`src/rtl/rabbit_ks_xor_if.sv`:
```
// Valid/ready word stream with an end-of-message marker.
interface rabbit_ks_xor_if #(
    parameter int unsigned DATA_W = 32
) ();
    logic              valid;
    logic              ready;
    logic [DATA_W-1:0] data;
    logic              last;

    modport master (output valid, output data, output last, input ready);
    modport slave  (input valid, input data, input last, output ready);
endinterface

```
`src/rtl/rabbit_ks_xor.sv`:
```
// Buffers one 128-bit Rabbit keystream block and XORs it slice by slice onto a word stream.
// The generator is advanced (ks_en_o) exactly once per block pulled into the buffer.
module rabbit_ks_xor #(
    parameter int unsigned DATA_W = 32
) (
    input  logic                   clk,
    input  logic                   rst_n,
    input  logic                   ks_ready_i,
    input  logic [127:0]           keystream_i,
    output logic                   ks_en_o,
    input  logic                   flush_i,
    rabbit_ks_xor_if.slave         in_if,
    rabbit_ks_xor_if.master        out_if,
    output logic [15:0]            blk_cnt_o
);
    localparam int unsigned WORDS = 128 / DATA_W;
    localparam int unsigned IdxW  = (WORDS > 1) ? $clog2(WORDS) : 1;

    typedef enum logic [0:0] {StEmpty, StFull} state_e;

    state_e                       state_q, state_d;
    logic [WORDS-1:0][DATA_W-1:0] buf_q, buf_d;
    logic [IdxW-1:0]              idx_q, idx_d;
    logic                         out_valid_q, out_valid_d;
    logic [DATA_W-1:0]            out_data_q, out_data_d;
    logic                         out_last_q, out_last_d;
    logic [15:0]                  blk_cnt_q, blk_cnt_d;

    logic in_ready;
    logic acc;
    logic blk_end;
    logic load;

    // Handshake and load strobe; load is masked in reset and flush so the generator never steps.
    always_comb begin
        in_ready = (state_q == StFull) && (!out_valid_q || out_if.ready);
        acc      = in_if.valid && in_ready;
        blk_end  = (idx_q == IdxW'(WORDS - 1)) || in_if.last;
        load     = rst_n && !flush_i && ks_ready_i &&
                   ((state_q == StEmpty) || (acc && blk_end));
    end

    // Next-state: flush wins; a load in the same cycle as the final accept refills without a bubble.
    always_comb begin
        state_d     = state_q;
        buf_d       = buf_q;
        idx_d       = idx_q;
        out_valid_d = out_valid_q;
        out_data_d  = out_data_q;
        out_last_d  = out_last_q;
        blk_cnt_d   = blk_cnt_q;
        if (flush_i) begin
            state_d     = StEmpty;
            idx_d       = '0;
            out_valid_d = 1'b0;
            blk_cnt_d   = '0;
        end else begin
            if (acc) begin
                out_data_d  = in_if.data ^ buf_q[idx_q];
                out_last_d  = in_if.last;
                out_valid_d = 1'b1;
                idx_d       = idx_q + IdxW'(1);
                // Leftover slices after in_last are dropped; the next message gets a fresh block.
                if (blk_end) begin
                    state_d = StEmpty;
                end
            end else if (out_if.ready) begin
                out_valid_d = 1'b0;
            end
            if (load) begin
                buf_d     = keystream_i;
                idx_d     = '0;
                state_d   = StFull;
                blk_cnt_d = blk_cnt_q + 16'd1;
            end
        end
    end

    // State register with asynchronous clear.
    always_ff @(posedge clk or negedge rst_n) begin
        if (!rst_n) begin
            state_q     <= StEmpty;
            buf_q       <= '0;
            idx_q       <= '0;
            out_valid_q <= 1'b0;
            out_data_q  <= '0;
            out_last_q  <= 1'b0;
            blk_cnt_q   <= '0;
        end else begin
            state_q     <= state_d;
            buf_q       <= buf_d;
            idx_q       <= idx_d;
            out_valid_q <= out_valid_d;
            out_data_q  <= out_data_d;
            out_last_q  <= out_last_d;
            blk_cnt_q   <= blk_cnt_d;
        end
    end

    // Output drive.
    always_comb begin
        ks_en_o      = load;
        in_if.ready  = in_ready;
        out_if.valid = out_valid_q;
        out_if.data  = out_data_q;
        out_if.last  = out_last_q;
        blk_cnt_o    = blk_cnt_q;
    end
endmodule

```
`src/flat_wrapper.sv`:
```
// flat-port wrapper written by rule: the top's interface ports become plain ports
module rabbit_ks_xor_flat 
#(
    parameter int unsigned DATA_W = 32
)
  (clk, rst_n, ks_ready_i, keystream_i, ks_en_o, flush_i, blk_cnt_o, in_if_valid, in_if_data, in_if_last, in_if_ready, out_if_valid, out_if_data, out_if_last, out_if_ready);
  rabbit_ks_xor_if #(.DATA_W(DATA_W)) in_if_i ();
  rabbit_ks_xor_if #(.DATA_W(DATA_W)) out_if_i ();
  input  logic clk;
  input  logic rst_n;
  input  logic ks_ready_i;
  input  logic [127:0] keystream_i;
  output logic ks_en_o;
  input  logic flush_i;
  output logic [15:0] blk_cnt_o;
  input wire logic [$bits(in_if_i.valid)-1:0] in_if_valid;
  input wire logic [$bits(in_if_i.data)-1:0] in_if_data;
  input wire logic [$bits(in_if_i.last)-1:0] in_if_last;
  output wire logic [$bits(in_if_i.ready)-1:0] in_if_ready;
  output wire logic [$bits(out_if_i.valid)-1:0] out_if_valid;
  output wire logic [$bits(out_if_i.data)-1:0] out_if_data;
  output wire logic [$bits(out_if_i.last)-1:0] out_if_last;
  input wire logic [$bits(out_if_i.ready)-1:0] out_if_ready;
  assign in_if_i.valid = in_if_valid;
  assign in_if_i.data = in_if_data;
  assign in_if_i.last = in_if_last;
  assign in_if_ready = in_if_i.ready;
  assign out_if_valid = out_if_i.valid;
  assign out_if_data = out_if_i.data;
  assign out_if_last = out_if_i.last;
  assign out_if_i.ready = out_if_ready;
  rabbit_ks_xor #(.DATA_W(DATA_W)) u_core (.clk(clk), .rst_n(rst_n), .ks_ready_i(ks_ready_i), .keystream_i(keystream_i), .ks_en_o(ks_en_o), .flush_i(flush_i), .in_if(in_if_i), .out_if(out_if_i), .blk_cnt_o(blk_cnt_o));
endmodule
```
`config.mk`:
```
export PLATFORM = sky130hd
export DESIGN_NAME = rabbit_ks_xor_flat
export DESIGN_NICKNAME = d
export VERILOG_FILES = /design/src/rtl/rabbit_ks_xor_if.sv /design/src/rtl/rabbit_ks_xor.sv /design/src/flat_wrapper.sv
export SDC_FILE = /design/constraint.sdc
export NUM_CORES = 1
export LEC_CHECK = 0
export ABC_AREA = 1
export BUFFER_PORTS_ARGS = -buffer_cell sky130_fd_sc_hd__buf_2
export CAP_MARGIN = 20
export CORE_MARGIN = 1.5
export CORE_UTILIZATION = 48
export DETAILED_ROUTE_END_ITERATION = 8
export PLACE_DENSITY = 0.8
export SETUP_SLACK_MARGIN = 0.15
export SKIP_LAST_GASP = 1
export SLEW_MARGIN = 20
export SYNTH_ARGS = -nofsm -noshare
export SYNTH_HDL_FRONTEND = slang
export SYNTH_SLANG_ARGS = --single-unit
```
`constraint.sdc`:
```
create_clock -name clk -period 1.7 [get_ports clk]
set_input_delay 0.51 -clock clk [delete_from_list [all_inputs] [get_ports clk]]
set_output_delay 0.51 -clock clk [all_outputs]
set_load 0.005 [all_outputs]
```
==> reports/summary.md <==
• 0.426 — routing usage on met2
• 18500 um^2 — Die Footprint
• 7.79 um^2 — Post-Syn Area per Cell
• 8291 — via count
• output pin — Worst Setup End Kind
• 0.43 ns — Worst-Skew Late Latency
• 133 — # setup viols final
• -0.143 ns — setup slack after placement
• yes — RSZ-0062 raised after global routing
• flop — sort of element at the start of the critical path
• 3 — antenna violations before repair
• 0.266 — total routing usage reported by global routing
• 0.343 — met1 GRT Util
• 0 — total overflow reported by the global router
• 0.471 ns — pin slew with the least headroom to its limit
• 0.820 mV — largest vdd supply drop
• 0.00350 W — total net switching power
• 48 — number of rows created at floorplan
• 26.1 mm — overall routed net length
• 218 — count of buffers from port buffering
• 0.283 — switching share of total power
• 7 — Initial DRT Pass Iterations
• 5.25 — routed via count divided by cell count
• 1508 — number of nets at the end of the flow
• 17300 um^2 — core region area
• 0.490 — starting density of the core
• 2 — crit path max fanout
• simple AND/OR/NAND/NOR gates — dominant combinational cell family by area after synthesis
• flop to output pin — class of the most critical setup path
• 136 um — x dimension of the die
• 0.00295 — adder-cell share of the synthesized area
• 0.0107 ns — Final Skew
• 37.8 mm — first-pass GRT wire length
• 181 — Clock Sinks
• 0.0615 — met3 usage in global routing
• 6.18 nW — static leakage power
• 16.5 um — routed len/inst
• 0.00886 W — internal power consumption
• 0.36 ns — highest cell delay on the worst timing path
• 181 — flip-flop and latch count after synthesis
• 2 — Clock Tree Buf Depth
• 0.203 — portion of total power attributed to combinational logic
• 1089 — Post-Synthesis Cells
• 4 — CTS HTree Levels
• met2 — global-route layer with the greatest usage
• flip-flops — cell family with most CP delay
• 0.490 GHz — Max Freq
• 0.666 — final core occ
• 1.53 ns — arrival time of data at the critical path endpoint
• 820 — number of DRC markers after the initial detailed-route iteration
• 1.19 ns — required time of the critical path
• 83 — largest net degree at the start of global routing
• dfrtp_1 — most frequently used flop master after synthesis
• 0.0285 — Synth Area in Compound Gates
• 0 — number of max-slew violations in the final report
• 7606 — vias in the first global route
• 0 — maxcap violations
• 25 — count of unique library cells instantiated by Yosys
• 0.534 — share of the yosys chip area belonging to registers
• 2 — worst path buffer plus inverter count
• 1.20 — final critical-path share of the clock period
• 0 — Antenna Violating Nets Remaining
• 0 — number of DRC violations after detailed routing
• 1508 — number of placed cells counting well taps
• 0.342 — part of the power in the clock network
• 0 — Yosys warning count
• 1070 nW/um^2 — P per Cell Area
• 1.00 — fraction of registers with async set/reset
• 0.455 — sequential cell fraction of total power
• 0.686 — relative max-transition margin
• 0.276 — share of cells above drive strength 1
• 17 — TritonCTS Buffers
• 0 — mux cell area share after synthesis
• 35.8% — area growth from synthesis to layout
• 15.9 mm — half-perimeter wire length after placement
• clkbuf_16 — clock root buffer master
• dfrtp_2 — slowest library cell on the worst path
• 8480 um^2 — post-synthesis cell area
• 0 — number of failing hold endpoints at the final stage
• 0.07 ns — clock transition time at the flip-flop clock pins of the worst setup and hold paths
• 136 um — Die Y-Extent
• 0.897 — global placement routability congestion
• 219 — number of placed I/O pins
• 0 — CTS Hold Bufs
• ha_1 -> inv_1 -> nand2_2 -> nand4_1 -> a21oi_4 -> buf_2 — series of cell instances along the critical path
• 0.348 — area share of and/or/nand/nor cells after synthesis
• 2.04 ns — Final min period
• -0.340 ns — Worst Slack Setup Final
• 0 — number of enable-type register cells in the synthesized netlist
• finished with violations — run status
• input pin to asynchronous set/reset pin — path class of the lowest-slack min-delay path
• yes — clock tree from TritonCTS
• 1258 — net count after synthesis
• negative setup slack — violations in the final reports
• 0.0392 — XOR/XNOR Fraction of Synth Area
• 1579 — Cell Count, Final, Fillers Out
==> logic make-up (layout without fill, tap and decap cells) <==
logic type | Yosys count | in the layout
simple gates | 747 | 747
flops | 181 | 181
buf+inv | 76 | 338
compound gates | 45 | 45
xor+xnor | 38 | 38
fa+ha+maj | 2 | 2
other cells | 0 | 3
==> final cells by class <==
cell class / count / area (um^2)
multi-input cells: 832 / 3690
well taps: 225 / 282
clock buffers: 20 / 457
flip-flops and latches: 181 / 4530
clock inverters: 11 / 175
repair buffers: 289 / 2300
fillers: 1370 / 5780
inverters: 18 / 75.1
diodes: 3 / 7.51
==> layer usage <==
| layer | vias to the layer above | routed length (um) |
|---|---|---|
| li1 | 3901 | - |
| met1 | 3905 | 10600 |
| met2 | 403 | 12200 |
| met3 | 82 | 2200 |
| met4 | 0 | 1100 |
| met5 | - | 0 |
==> layout by cell type, fill, tap and decap left out, types with 2 or more instances in the layout <==
cell,count
o21ai_1,36
nand4_1,13
nor2_2,2
buf_6,4
dfrtp_1,180
o21ai_0,2
nand2_4,2
nor2_1,17
bufinv_16,4
nand2_2,37
buf_16,7
inv_6,2
clkbuf_16,34
buf_12,17
buf_2,217
diode_2,3
o21bai_1,4
inv_1,10
ha_1,2
buf_4,26
nand3_1,75
nand2_8,2
clkinv_2,2
clkbuf_8,2
clkinvlp_4,5
xor2_1,38
nand2_1,597
inv_2,5
==> sequential cells by signal, indices dropped and copies added, names as in the netlist <==
name,cells
u_core.idx_q,2
u_core.out_if.valid,1
u_core.blk_cnt_o,16
u_core.state_q,1
u_core.out_if.data,32
u_core.out_if.last,1
u_core.buf_q,128
==> worst paths after layout <==
check | slack, ns | endpoint | depth (start not counted) | from
max | -0.34 | ks_en_o | 6 | u_core.idx_q[0]$_DFFE_PN0P_
min | 0.13 | u_core.out_if.data[4]$_DFFE_PN0P_ | 2 | rst_n
max reg2reg | -0.14 | u_core.buf_q[59]$_DFFE_PN0P_ | 12 | u_core.idx_q[0]$_DFFE_PN0P_
min reg2reg | 0.48 | u_core.buf_q[35]$_DFFE_PN0P_ | 2 | u_core.buf_q[35]$_DFFE_PN0P_
max in group asynchronous | 0.70 | u_core.idx_q[0]$_DFFE_PN0P_ | 3 | rst_n
min in group clk | 0.27 | u_core.buf_q[98]$_DFFE_PN0P_ | 3 | keystream_i[98]
==> synthesized netlist by cell type, types with 3 or more instances <==
| library cell | instances | area share |
|---|---|---|
| inv_1 | 10 | 0.0044 |
| xor2_1 | 38 | 0.039 |
| o21bai_1 | 4 | 0.0035 |
| nor2_1 | 17 | 0.0075 |
| clkbuf_1 | 16 | 0.0071 |
| nand3_1 | 75 | 0.044 |
| o21ai_0 | 3 | 0.0018 |
| dfrtp_1 | 181 | 0.53 |
| o21ai_1 | 35 | 0.021 |
| buf_4 | 4 | 0.0035 |
| nand4_1 | 13 | 0.0096 |
| buf_2 | 28 | 0.017 |
| buf_6 | 9 | 0.012 |
| nand2_1 | 636 | 0.28 |
| inv_2 | 6 | 0.0027 |
==> power by group through the flow <==
stage                     clock [W]  combinational (W)  sequential [W]
after floorplan                   0            0.00130         0.00563
after global placement            0            0.00219         0.00564
after detailed placement          0            0.00228         0.00567
after CTS                   0.00427            0.00235         0.00561
after global routing        0.00445            0.00283         0.00573
final                       0.00422            0.00251         0.00563
==> metrics by stage <==
step / power, W / area (um^2) / setup TNS [ns] / hold slack (ns)
6_report: 0.0124 / 11500 / -5.96 / 0.132
2_1_floorplan: 0.00693 / 8490 / 0 / 0.214
3_5_place_dp: 0.00795 / 9960 / -11.95 / 0.465
3_3_place_gp: 0.00784 / 9960 / -4.81 / 0.461
5_1_grt: 0.0130 / 11500 / -15.27 / 0.169
4_1_cts: 0.0122 / 10800 / -1.53 / 0.167
==> what timing repair did <==
action                                  4_1_cts  5_1_grt
endpoints found under the setup margin      150      185
pin swaps                                     3        7
gates cloned                                  4       19
resized for setup                            13       51
buffers inserted                              5        9
Note: power is estimated with default switching activity, not from simulation.
